--- config.mk ---
export PLATFORM = sky130hd
export DESIGN_NAME = lcd_window_fill
export DESIGN_NICKNAME = d
export VERILOG_FILES = /design/src/rtl/lcd_pkg.sv /design/src/rtl/lcd_pixel_serializer.sv /design/src/rtl/lcd_window_fill.sv
export SDC_FILE = /design/constraint.sdc
export NUM_CORES = 1
export LEC_CHECK = 0
export ABC_AREA = 1
export BUFFER_PORTS_ARGS = -buffer_cell sky130_fd_sc_hd__buf_2
export CELL_PAD_IN_SITES_DETAIL_PLACEMENT = 0
export CELL_PAD_IN_SITES_GLOBAL_PLACEMENT = 1
export CORE_MARGIN = 1.5
export CORE_UTILIZATION = 30
export DETAILED_ROUTE_END_ITERATION = 7
export GPL_TIMING_DRIVEN = 0
export PLACE_DENSITY_LB_ADDON = 0.15
export SYNTH_ARGS = -nofsm -noshare
export SYNTH_HDL_FRONTEND = slang
export SYNTH_SLANG_ARGS = --single-unit
--- constraint.sdc ---
create_clock -name clk -period 5.8 [get_ports clk]
set_input_delay 0.29 -clock clk [delete_from_list [all_inputs] [get_ports clk]]
set_output_delay 0.29 -clock clk [all_outputs]
set_load 0.02 [all_outputs]
--- src/rtl/lcd_pkg.sv ---
// Shared definitions for the LCD window-fill engine: panel opcodes, pixel
// format encodings, bytes-per-pixel constants, the fill FSM state type and a
// helper that picks the bytes of a CASET/PASET sequence.
package lcd_pkg;

  localparam logic [7:0] CMD_CASET = 8'h2A;
  localparam logic [7:0] CMD_PASET = 8'h2B;
  localparam logic [7:0] CMD_RAMWR = 8'h2C;

  localparam int unsigned PIX_MODE_RGB565 = 0;
  localparam int unsigned PIX_MODE_RGB666 = 1;

  localparam int unsigned BPP_RGB565 = 2;
  localparam int unsigned BPP_RGB666 = 3;

  // Wide enough for a 1024x1024 window, the largest the 10-bit bounds allow.
  localparam int unsigned PIX_CNT_W = 22;

  typedef enum logic [2:0] {
    StIdle,
    StCaset,
    StPaset,
    StRamwr,
    StPixels,
    StDone
  } lcd_state_e;

  function automatic int unsigned bytes_per_pixel(input int unsigned mode);
    return (mode == PIX_MODE_RGB565) ? BPP_RGB565 : BPP_RGB666;
  endfunction

  // Byte idx of an address-set sequence: command, lo[9:8], lo[7:0], hi[9:8], hi[7:0].
  function automatic logic [7:0] window_byte(input logic [7:0] cmd, input logic [9:0] lo,
                                             input logic [9:0] hi, input logic [2:0] idx);
    logic [7:0] b;
    case (idx)
      3'd0:    b = cmd;
      3'd1:    b = {6'b000000, lo[9:8]};
      3'd2:    b = lo[7:0];
      3'd3:    b = {6'b000000, hi[9:8]};
      default: b = hi[7:0];
    endcase
    return b;
  endfunction

endpackage

--- src/rtl/lcd_pixel_serializer.sv ---
// Maps an RGB565 fill colour and a byte index within the pixel to the byte
// sent on the panel bus.
//   color    in  16  RGB565 colour
//   byte_idx in  2   byte position within the pixel (0 = first)
//   pix_byte out 8   byte to transfer
// RGB565 sends the colour as-is (2 bytes); RGB666 sends one left-aligned byte
// per channel (3 bytes).
module lcd_pixel_serializer
  import lcd_pkg::*;
#(
  parameter int unsigned PIX_MODE = PIX_MODE_RGB666
) (
  input  logic [15:0] color,
  input  logic [1:0]  byte_idx,
  output logic [7:0]  pix_byte
);

  localparam bit IsRgb565 = (PIX_MODE == PIX_MODE_RGB565);

  always_comb begin
    pix_byte = 8'h00;
    case (byte_idx)
      2'd0:    pix_byte = IsRgb565 ? color[15:8] : {color[15:11], 3'b000};
      2'd1:    pix_byte = IsRgb565 ? color[7:0] : {color[10:5], 2'b00};
      2'd2:    pix_byte = IsRgb565 ? 8'h00 : {color[4:0], 3'b000};
      default: pix_byte = 8'h00;
    endcase
  end

endmodule

--- src/rtl/lcd_window_fill.sv ---
// Fills a rectangular panel window with one colour: sends CASET, PASET and
// RAMWR with their parameters, then streams the pixel bytes, all over a
// valid/ready byte bus.
//   clk, reset_states     clock, asynchronous active-high reset
//   start                 one-cycle fill request (sampled only when idle)
//   x0, x1, y0, y1        inclusive window bounds
//   color                 RGB565 fill colour
//   bus_ready             sink accepts data_out this cycle
//   data_out/data_valid   byte and its valid flag, held while bus_ready=0
//   data_command          0 = command byte, 1 = data byte
//   disp_cs               chip select, active-low
//   busy                  fill in progress
//   fill_done             one-cycle completion pulse
//   win_err               one-cycle pulse for a rejected (out-of-range) window
module lcd_window_fill
  import lcd_pkg::*;
#(
  parameter int unsigned H_RES    = 320,
  parameter int unsigned V_RES    = 480,
  parameter int unsigned PIX_MODE = PIX_MODE_RGB666
) (
  input  logic        clk,
  input  logic        reset_states,
  input  logic        start,
  input  logic [9:0]  x0,
  input  logic [9:0]  x1,
  input  logic [9:0]  y0,
  input  logic [9:0]  y1,
  input  logic [15:0] color,
  input  logic        bus_ready,
  output logic [7:0]  data_out,
  output logic        data_valid,
  output logic        data_command,
  output logic        disp_cs,
  output logic        busy,
  output logic        fill_done,
  output logic        win_err
);

  localparam logic [10:0] HResLim     = 11'(H_RES);
  localparam logic [10:0] VResLim     = 11'(V_RES);
  localparam logic [2:0]  LastPixByte = 3'(bytes_per_pixel(PIX_MODE) - 1);

  lcd_state_e           state_q, state_d;
  logic [2:0]           byte_idx_q, byte_idx_d;
  logic [PIX_CNT_W-1:0] pix_cnt_q, pix_cnt_d, pix_total;
  logic [9:0]           x0_q, x1_q, y0_q, y1_q;
  logic [15:0]          color_q;
  logic                 win_err_q;
  logic                 win_ok, idle_start, accept, xfer;
  logic [10:0]          width, height;
  logic [7:0]           pix_byte;

  assign win_ok = (x0 <= x1) && (y0 <= y1) && ({1'b0, x1} < HResLim) && ({1'b0, y1} < VResLim);
  assign idle_start = (state_q == StIdle) && start;
  assign accept     = idle_start && win_ok;

  assign width     = {1'b0, x1_q} - {1'b0, x0_q} + 11'd1;
  assign height    = {1'b0, y1_q} - {1'b0, y0_q} + 11'd1;
  assign pix_total = PIX_CNT_W'(width) * PIX_CNT_W'(height);

  assign xfer    = data_valid && bus_ready;
  assign win_err = win_err_q;

  lcd_pixel_serializer #(
    .PIX_MODE (PIX_MODE)
  ) u_serializer (
    .color    (color_q),
    .byte_idx (byte_idx_q[1:0]),
    .pix_byte (pix_byte)
  );

  // Bus outputs decode straight from registered state so they hold during stalls
  // and drop the instant reset is applied.
  always_comb begin
    data_out     = 8'h00;
    data_valid   = 1'b0;
    data_command = 1'b0;
    disp_cs      = 1'b1;
    busy         = 1'b0;
    fill_done    = 1'b0;
    case (state_q)
      StCaset: begin
        data_valid   = 1'b1;
        disp_cs      = 1'b0;
        busy         = 1'b1;
        data_command = (byte_idx_q != 3'd0);
        data_out     = window_byte(CMD_CASET, x0_q, x1_q, byte_idx_q);
      end
      StPaset: begin
        data_valid   = 1'b1;
        disp_cs      = 1'b0;
        busy         = 1'b1;
        data_command = (byte_idx_q != 3'd0);
        data_out     = window_byte(CMD_PASET, y0_q, y1_q, byte_idx_q);
      end
      StRamwr: begin
        data_valid = 1'b1;
        disp_cs    = 1'b0;
        busy       = 1'b1;
        data_out   = CMD_RAMWR;
      end
      StPixels: begin
        data_valid   = 1'b1;
        disp_cs      = 1'b0;
        busy         = 1'b1;
        data_command = 1'b1;
        data_out     = pix_byte;
      end
      StDone:  fill_done = 1'b1;
      default: ;
    endcase
  end

  always_comb begin
    state_d    = state_q;
    byte_idx_d = byte_idx_q;
    pix_cnt_d  = pix_cnt_q;
    case (state_q)
      StIdle: begin
        if (accept) begin
          state_d    = StCaset;
          byte_idx_d = 3'd0;
        end
      end
      StCaset: begin
        if (xfer) begin
          if (byte_idx_q == 3'd4) begin
            state_d    = StPaset;
            byte_idx_d = 3'd0;
          end else begin
            byte_idx_d = byte_idx_q + 3'd1;
          end
        end
      end
      StPaset: begin
        if (xfer) begin
          if (byte_idx_q == 3'd4) begin
            state_d    = StRamwr;
            byte_idx_d = 3'd0;
          end else begin
            byte_idx_d = byte_idx_q + 3'd1;
          end
        end
      end
      StRamwr: begin
        if (xfer) begin
          state_d    = StPixels;
          byte_idx_d = 3'd0;
          pix_cnt_d  = pix_total;
        end
      end
      StPixels: begin
        if (xfer) begin
          if (byte_idx_q == LastPixByte) begin
            byte_idx_d = 3'd0;
            pix_cnt_d  = pix_cnt_q - PIX_CNT_W'(1);
            if (pix_cnt_q == PIX_CNT_W'(1)) begin
              state_d = StDone;
            end
          end else begin
            byte_idx_d = byte_idx_q + 3'd1;
          end
        end
      end
      StDone:  state_d = StIdle;
      default: state_d = StIdle;
    endcase
  end

  always_ff @(posedge clk or posedge reset_states) begin
    if (reset_states) begin
      state_q    <= StIdle;
      byte_idx_q <= 3'd0;
      pix_cnt_q  <= '0;
      x0_q       <= 10'd0;
      x1_q       <= 10'd0;
      y0_q       <= 10'd0;
      y1_q       <= 10'd0;
      color_q    <= 16'h0000;
      win_err_q  <= 1'b0;
    end else begin
      state_q    <= state_d;
      byte_idx_q <= byte_idx_d;
      pix_cnt_q  <= pix_cnt_d;
      win_err_q  <= idle_start && !win_ok;
      if (accept) begin
        x0_q    <= x0;
        x1_q    <= x1;
        y0_q    <= y0;
        y1_q    <= y1;
        color_q <= color;
      end
    end
  end

endmodule

==> results_dict.tcl, run 1 <==
set metrics [dict create \
    status "finished with violations" \
    violations "negative setup slack" \
    clk_pin_slew_ps 70 \
    cts.sinks 85 \
    io_pins 74 \
    grt_pass1_vias 10190 \
    hold_viol_final 0 \
    clkLatencyLatePin_ps 370 \
    cts_made_buffers 9 \
    hp-class "in -> reg" \
    hpwl_um 26670 \
    overflow 0 \
    synth_edf_count 0 \
    avgSynthCellArea_um2 7.265 \
    diodes 0 \
    crit_family "adder cells" \
    skew_ps 9.552 \
    fin_ws_ps -224.1 \
    die_area_um2 36960 \
    rsz0062_at_grt "true" \
    timing.critical_path.fanout_max 4 \
    htree_levels 3 \
    dr.pass1.iters 5 \
    yosys_warnings 0 \
    route.detailed.drc 0 \
    final_cells 2120 \
    layout.area.seq_um2 2128 \
    routed_wl_um 33510 \
    initial_core_util 0.3036 \
    path_class "reg -> reg" \
    grt_util_all_layers 0.1904 \
    synth.net_count 1746 \
    fin_nets 1921 \
    cp_common_cell "fa_1" \
    area_growth_pct 29.73 \
    layout-drive-gt1-share 0.2767 \
    antenna_found_initial 0 \
    maxCapViolCount 0 \
    cts-root-buf "clkbuf_16" \
    grt_max_degree 47 \
    worst-path-buf-inv 6 \
    cts_tree "done" \
    placedCellCount 2014 \
    coreArea_um2 35400 \
    fin_util 0.3938 \
    grt_pass1_wl_um 53990 \
    drtAntennaViolNets 0 \
    endpoint_kind "flop" \
    worst-endpoint-arrival_ps 6320 \
    cts_buffer_depth 2 \
    final-setup-viol-count 12 \
    gp_congestion 0.8543 \
    critical-path-max-stage-delay_ps 550 \
    synth_cells 1479 \
    multi_input_area_um2 8409 \
    ys_ff_latch 85 \
    dr_total_vias 9863 \
    slowest_stage "fa_1" \
    worstPathRequired_ps 6100 \
    worstMarginPinSlew_ps 715.8 \
    fill_cells 3798 \
    timing.fmax_ghz 0.1660 \
    wl_per_cell_um 15.81 \
    cp-start-kind "flop" \
    fp.dieH_um 192.3 \
    drt_iter0_drc 444 \
    synth_seq_area_share 0.1980 \
    timing.final.max_slew_violations 0 \
    fp-row-count 69 \
    synth_area_um2 10750 \
    die_x_um 192.3 \
    period_needed_ps 6024 \
    async_flop_share 1.000 \
    ys.flop_type "dfrtp_1" \
    io_buffers 73 \
    viasPerCell 4.652 \
    fin_crit_sh 1.039 \
    max_slew_margin 0.5228 \
    synthDistinctLibCells 55 \
]
==> worst min-delay path, stage by stage <==
cell and delay (ps):
buf_2 80, nand2_1 40, nand2_1 40
==> cells by family (layout without fill, tap and decap cells) <==
kind of cell | after synthesis | count (layout) | share of synthesized area
and+or+nand+nor | 668 | 668 | 0.2654
buffers and inverters | 322 | 502 | 0.1225
adders and majority gates | 207 | 207 | 0.2983
AOI/OAI and AO/OA | 181 | 181 | 0.1014
DFF | 85 | 85 | 0.1980
xor gates and xnor gates | 16 | 16 | 0.01444
==> per-layer routing <==
| metal | routed length [µm] | up-vias | track usage |
|---|---|---|---|
| met4 | 1055 | 0 | 0.07722 |
| met1 | 15530 | 4677 | 0.2445 |
| met5 | 0 | - | 0 |
| met3 | 817 | 48 | 0.01728 |
| li1 | - | 4982 | - |
| met2 | 16110 | 156 | 0.3280 |
==> final timing paths <==
| path | from | endpoint | slack (ps) | cells after the start |
|---|---|---|---|---|
| setup / recovery | y1_q[3] | pix_cnt_q[20] | -220 | 27 |
| hold / removal | color[14] | color_q[14] | 110 | 3 |
| setup reg to reg | y1_q[3] | pix_cnt_q[20] | -220 | 27 |
| hold reg to reg | color_q[7] | color_q[7] | 480 | 2 |
| max in group asynchronous | reset_states | x1_q[3] | 4590 | 4 |
| min in group asynchronous | reset_states | state_q[2] | 530 | 3 |
==> cells in the mapped netlist, types with 9 or more instances <==
| cell type | number | area share |
|---|---|---|
| nand2_1 | 383 | 0.13 |
| inv_1 | 279 | 0.097 |
| nor2_1 | 136 | 0.048 |
| ha_1 | 125 | 0.15 |
| dfrtp_1 | 85 | 0.20 |
| fa_1 | 82 | 0.15 |
| nand3_1 | 82 | 0.038 |
| o21ai_0 | 51 | 0.024 |
| a21oi_1 | 50 | 0.023 |
| o21ai_1 | 22 | 0.010 |
| nand4_1 | 17 | 0.0099 |
| nand2_2 | 15 | 0.0087 |
| inv_2 | 13 | 0.0045 |
| o21ai_2 | 11 | 0.0090 |
| buf_6 | 10 | 0.010 |
| o21bai_1 | 9 | 0.0063 |
==> per-stage QoR <==
step | instance area [µm²] | setup TNS, ps | setup WS (ps) | hold WS, ps
2_1_floorplan | 10790 | 0 | 6.406 | 398.8
3_3_place_gp | 11740 | -14290 | -1119 | 463.2
3_5_place_dp | 11770 | -14630 | -1154 | 398.2
4_1_cts | 13430 | -1831 | -211.6 | 101.1
5_1_grt | 13940 | -5001 | -494.8 | 123.2
6_report | 13940 | -1574 | -224.1 | 114.6
==> repair_timing <==
item | CTS | global route
buffers inserted | 59 | 30
hold endpoints to repair | 11 | 0
hold buffers | 1 | 0
gates resized for setup | 178 | 69
pin swaps | 90 | 57
endpoints found under the setup margin | 16 | 14
==> flip-flops by register name (all words and copies together) (netlist names) <==
register	count
pix_cnt_q	22
byte_idx_q	3
color_q	16
x0_q	10
x1_q	10
state_q	3
y0_q	10
y1_q	10
win_err	1
==> cell type report <==
type / instances / area share
Multi-Input combinational cell: 1072 / 0.6033
Buffer: 26 / 0.01436
Timing Repair Buffer: 164 / 0.08231
Sequential cell: 85 / 0.1527
Inverter: 296 / 0.08285
Clock inverter: 7 / 0.007001
Tap cell: 461 / 0.04138
Clock buffer: 9 / 0.01616
==> placed cells by master, fill, tap and decap left out, drive strengths merged, types with 2 or more instances in the layout <==
cell type    n
a22o         3
a211oi       2
xor2        10
o211ai       8
nand4       18
o21ai       84
o21bai      10
xnor2        6
a21o         2
o31a         2
nand2      401
bufinv       2
nand3       83
a221oi       2
a21oi       52
nand3b       4
a32oi        2
clkinv       3
clkbuf      13
fa          82
or2          7
a31oi        2
dfrtp       85
nor3         9
ha         125
buf        185
nor2       145
a21boi       7
inv        295
clkinvlp     3
Power of run 1 is left out: the tool's default activity adds up to more than one toggle a clock period on the data nets, which glitch-free logic cannot reach.
==> inputs of run 2 (changes only) <==
--- a/config.mk
+++ b/config.mk
@@ -6,7 +6,7 @@
 export NUM_CORES = 1
 export LEC_CHECK = 0
 export ABC_AREA = 1
-export BUFFER_PORTS_ARGS = -buffer_cell sky130_fd_sc_hd__buf_2
+export BUFFER_PORTS_ARGS = -buffer_cell sky130_fd_sc_hd__clkbuf_2
 export CELL_PAD_IN_SITES_DETAIL_PLACEMENT = 0
 export CELL_PAD_IN_SITES_GLOBAL_PLACEMENT = 1
 export CORE_MARGIN = 1.5
==> run 2 against run 1 <==
Compared with the run above: the run still ends with negative setup slack left; routed wire length shrank 1.3%; fmax about the same; clock skew is 7.2 ps higher; final cell count is 1.8% lower; core utilization fell by 1.2 points; critical endpoint is now pix_cnt_q[15]; highest routed layer unchanged; flip-flop and latch count unchanged; sequential share of layout area rose by 0.46 points.
==> results_dict.tcl, run 2 (synthesis gave the netlist of run 1 again) <==
set metrics [dict create \
    cts.sinks 85 \
    io_buffers 73 \
    fill_cells 3813 \
    largest_reg_flops 22 \
    worst-path-buf-inv 6 \
    met2_length_um 15710 \
    die_area_um2 36960 \
    route.detailed.drc 0 \
    period_needed_ps 6020 \
    m1WireLength_um 15400 \
    grt_util_all_layers 0.1892 \
    crit_family "adder cells" \
    grt_max_degree 62 \
    drt_iter0_drc 396 \
    grt_pass1_vias 9974 \
    drtAntennaViolNets 0 \
    area_growth_pct 25.92 \
    fin_ws_ps -220.0 \
    cts_buffer_depth 2 \
    hpwl_um 26730 \
    max_slew_margin 0.5118 \
    cts_tree "done" \
    critical-path-max-stage-delay_ps 520 \
    hp-class "in -> reg" \
    grt_pass1_wl_um 53280 \
    fp.dieH_um 192.3 \
    top_layer "met4" \
    cts-root-buf "clkbuf_16" \
    fp-row-count 69 \
    final_cell_mix "345 x nand2_1, 246 x inv_1, 113 x nor2_1" \
    maxCapViolCount 0 \
    path_class "reg -> reg" \
    skew_ps 16.77 \
    max_flop_register "pix_cnt_q" \
    timing.final.max_slew_violations 0 \
    io_pins 74 \
    worstMarginPinSlew_ps 728.4 \
    violations "negative setup slack" \
    wl_per_cell_um 15.89 \
    worstPathRequired_ps 6070 \
    endpoint_kind "flop" \
    status "finished with violations" \
    mostFrequentLayoutCell "nand2_1" \
    diodes 0 \
    top_regs "pix_cnt_q (22), color_q (16)" \
    clkLatencyLatePin_ps 370 \
    layout-drive-gt1-share 0.2591 \
    routed_wl_um 33090 \
    fin_crit_sh 1.038 \
    coreArea_um2 35400 \
    dr_wl_met3_um 1008 \
    dr.pass1.iters 5 \
    initial_core_util 0.3036 \
    timing.fmax_ghz 0.1661 \
    die_x_um 192.3 \
    overflow 0 \
    fin_nets 1883 \
    dr_total_vias 9641 \
    hold_viol_final 0 \
    gp_congestion 0.8619 \
    viasPerCell 4.631 \
    htree_levels 3 \
    final-setup-viol-count 12 \
    clk_pin_slew_ps 70 \
    slowest_stage "fa_1" \
    cp-start-kind "flop" \
    timing.critical_path.fanout_max 7 \
    rsz0062_at_grt "true" \
    fin_setup_tns_ps -1875 \
    antenna_found_initial 0 \
    worst-endpoint-arrival_ps 6290 \
    cts_made_buffers 9 \
]
run 2: per-layer routing:
layer,GRT usage,vias up
met5,0,-
met4,0.06082,0
met3,0.02437,42
met2,0.3225,154
met1,0.2474,4545
li1,-,4900
run 2: worst paths after layout:
path | startpoint | endpoint | slack (ps) | cells past startpoint
worst max-delay path | y0_q[1] | pix_cnt_q[15] | -220 | 32
worst min-delay path | color[14] | color_q[14] | 110 | 3
worst max register to register | y0_q[1] | pix_cnt_q[15] | -220 | 32
worst min register to register | pix_cnt_q[19] | pix_cnt_q[19] | 470 | 2
max in group asynchronous | reset_states | x1_q[3] | 4670 | 4
min in group asynchronous | reset_states | state_q[0] | 450 | 3
run 2: final cells by class:
| type | count | area, µm² | area share |
|---|---|---|---|
| inverters | 296 | 1142 | 0.08443 |
| repair buffers | 125 | 814.5 | 0.06020 |
| clock inverters | 6 | 45.04 | 0.003329 |
| plain buffers | 26 | 200.2 | 0.01480 |
| well taps | 461 | 576.8 | 0.04263 |
| clock buffers | 10 | 239.0 | 0.01766 |
| multi-input cells | 1073 | 8384 | 0.6197 |
| flip-flops and latches | 85 | 2128 | 0.1573 |
run 2: per-stage QoR:
step / setup slack (ps) / util / std cells / cell area [µm²] / hold WS [ps]
final: -220.0 / 0.3823 / 2082 / 13530 / 113.8
after global routing: -496.6 / 0.3823 / 2082 / 13530 / 110.2
after CTS: -381.5 / 0.3632 / 2058 / 12860 / 104.7
after detailed placement: -1214 / 0.3324 / 2014 / 11770 / 283.1
after global placement: -1172 / 0.3315 / 2013 / 11740 / 463.0
after floorplan: 6.406 / - / 1479 / 10790 / 398.8
run 2: what timing repair did:
item | 4_1_cts | 5_1_grt
resized for setup | 128 | 113
pin swaps | 70 | 58
endpoints found under the hold margin | 24 | 0
hold buffers | 1 | 0
setup endpoints to repair | 16 | 15
cloned | 0 | 1
buffers inserted | 27 | 23
run 2: worst register-to-register path, delay by kind of cell, from the launching register on:
kind                       cells  cell delay [ps]
DFF                            1              440
and+or+nand+nor               15             1180
buffers and inverters          6              280
AOI/OAI and AO/OA              2              380
adders and majority gates      9             3640
Power of run 2 is left out for the same reason.
==> inputs of run 3 (changes only) <==
--- a/config.mk
+++ b/config.mk
@@ -13,7 +13,7 @@
 export CORE_UTILIZATION = 30
 export DETAILED_ROUTE_END_ITERATION = 7
 export GPL_TIMING_DRIVEN = 0
-export PLACE_DENSITY_LB_ADDON = 0.15
+export PLACE_DENSITY_LB_ADDON = 0.2
 export SYNTH_ARGS = -nofsm -noshare
 export SYNTH_HDL_FRONTEND = slang
 export SYNTH_SLANG_ARGS = --single-unit
==> run 3 against run 2 <==
Compared with the run above: the run still ends with negative setup slack left; hold slack better by 6.3 ps; die area unchanged; worst setup slack worse by 22 ps; fmax is 0.37% lower; non-clock buffer count up 9; register-to-register slack worse by 20 ps; core utilization increased by 0.088 points; critical path type unchanged; largest cell class unchanged; highest routed layer unchanged.
==> results_dict.tcl, run 3 (synthesis gave the netlist of run 1 again) <==
set metrics [dict create \
    rr_startpoint "y1_q[2]" \
    layout-drive-gt1-share 0.2603 \
    wl_per_cell_um 15.72 \
    status "finished with violations" \
    cts.sinks 85 \
    drtAntennaViolNets 0 \
    grt_max_degree 52 \
    reg2reg_slack_ps -240 \
    io_buffers 73 \
    htree_levels 3 \
    initial_core_util 0.3036 \
    fin_nets 1891 \
    fp.dieH_um 192.3 \
    die_area_um2 36960 \
    grt_util_all_layers 0.1867 \
    timing.fmax_ghz 0.1655 \
    route.detailed.drc 0 \
    r2r_cells 27 \
    area_growth_pct 26.21 \
    fin_setup_tns_ps -1656 \
    worstPathRequired_ps 6060 \
    largest_reg_flops 22 \
    r2r-end "pix_cnt_q[20]" \
    violations "negative setup slack" \
    drt_iter0_drc 411 \
    fp-row-count 69 \
    fin_ws_ps -242.3 \
    cts_made_buffers 9 \
    cts_buffer_depth 2 \
    max_flop_register "pix_cnt_q" \
    final_cell_mix "340 x nand2_1, 241 x inv_1, 117 x nor2_1" \
    hold_viol_final 0 \
    critPathCapture "pix_cnt_q[20]" \
    gp_congestion 0.8588 \
    cp-start-kind "flop" \
    diodes 0 \
    worstMarginPinSlew_ps 748.8 \
    clk_pin_slew_ps 80 \
    hp-class "in -> reg" \
    timing.final.max_slew_violations 0 \
    antenna_found_initial 0 \
    timing.critical_path.fanout_max 5 \
    period_needed_ps 6042 \
    grt_pass1_vias 9998 \
    mostFrequentLayoutCell "nand2_1" \
    maxCapViolCount 0 \
    top_regs "pix_cnt_q (22), color_q (16)" \
    dr_total_vias 9689 \
    io_pins 74 \
    worst-endpoint-arrival_ps 6300 \
    routed_wl_um 32860 \
    fin_crit_sh 1.042 \
    skew_ps 15.99 \
    cts-root-buf "clkbuf_16" \
    holdWs_ps 120.1 \
    endpoint_kind "flop" \
    grt_pass1_wl_um 53250 \
    hpwl_um 26320 \
    overflow 0 \
    coreArea_um2 35400 \
    startpoint "y1_q[2]" \
    max_slew_margin 0.5008 \
    clkLatencyLatePin_ps 360 \
    rsz0062_at_grt "true" \
    die_x_um 192.3 \
    cts_tree "done" \
    final-setup-viol-count 12 \
    viasPerCell 4.636 \
    dr.pass1.iters 5 \
    path_class "reg -> reg" \
]
[run 3: worst min path at each step]
| stage | from | to | slack (ps) | cells past startpoint |
|---|---|---|---|---|
| final | color[14] | color_q[14] | 120 | 3 |
| after floorplan | x0[1] | x0_q[1] | 400 | 2 |
| after CTS | color[5] | color_q[5] | 110 | 3 |
| after global placement | color_q[2] | color_q[2] | 460 | 2 |
| after detailed placement | reset_states | color_q[0] | 360 | 2 |
| after global routing | color[0] | color_q[0] | 130 | 3 |
[run 3: area by class of cell]
class                   count  area (µm²)
repair buffers            134       878.3
inverters                 296        1146
flip-flops and latches     85        2130
clock buffers              11       252.7
plain buffers              26       200.2
well taps                 461       576.8
multi-input cells        1072        8310
fillers                  3825       21830
clock inverters             5       67.56
[run 3: layer usage]
metal	vias to the layer above	wire length, µm	GRT usage	part of all wire
met4	0	600	0.04383	0.018
met3	32	870	0.02000	0.026
li1	4915	-	-	-
met2	146	15890	0.3200	0.48
met1	4596	15500	0.2513	0.47
met5	-	0	0	0
[run 3: per-stage QoR]
step	worst slack [ps]	cells	cell area [µm²]	util
2_1_floorplan	6.406	1479	10790	-
3_3_place_gp	-1103	2013	11740	0.3315
3_5_place_dp	-1134	2014	11770	0.3324
4_1_cts	-357.5	2065	12890	0.3642
5_1_grt	-500.3	2090	13560	0.3831
6_report	-242.3	2090	13560	0.3831
[run 3: worst max-delay path: stages, from the launching register on]
cell and delay [ps]:
dfrtp_1 430, ha_1 360, ha_4 300, nand2_2 70, nor2_4 160, a21oi_4 110
o21bai_2 210, xor2_4 250, nor2_1 100, fa_1 530, inv_1 50, fa_1 550
inv_2 50, fa_1 500, fa_1 500, inv_1 50, fa_1 500, inv_2 50
ha_4 320, nand2_4 70, nor2_4 90, inv_2 60, nor2_4 110, nand4_1 170
nand3_1 140, nand2_1 60, nand3_2 90, a21boi_2 60
[run 3: timing repair]
| action | in CTS | in global routing |
|---|---|---|
| pin swaps | 85 | 63 |
| gates resized for setup | 119 | 113 |
| setup buffers | 34 | 25 |
| hold buffers | 1 | 0 |
| endpoints found under the hold margin | 34 | 0 |
| setup endpoints to repair | 16 | 16 |
Power of run 3 is left out for the same reason.
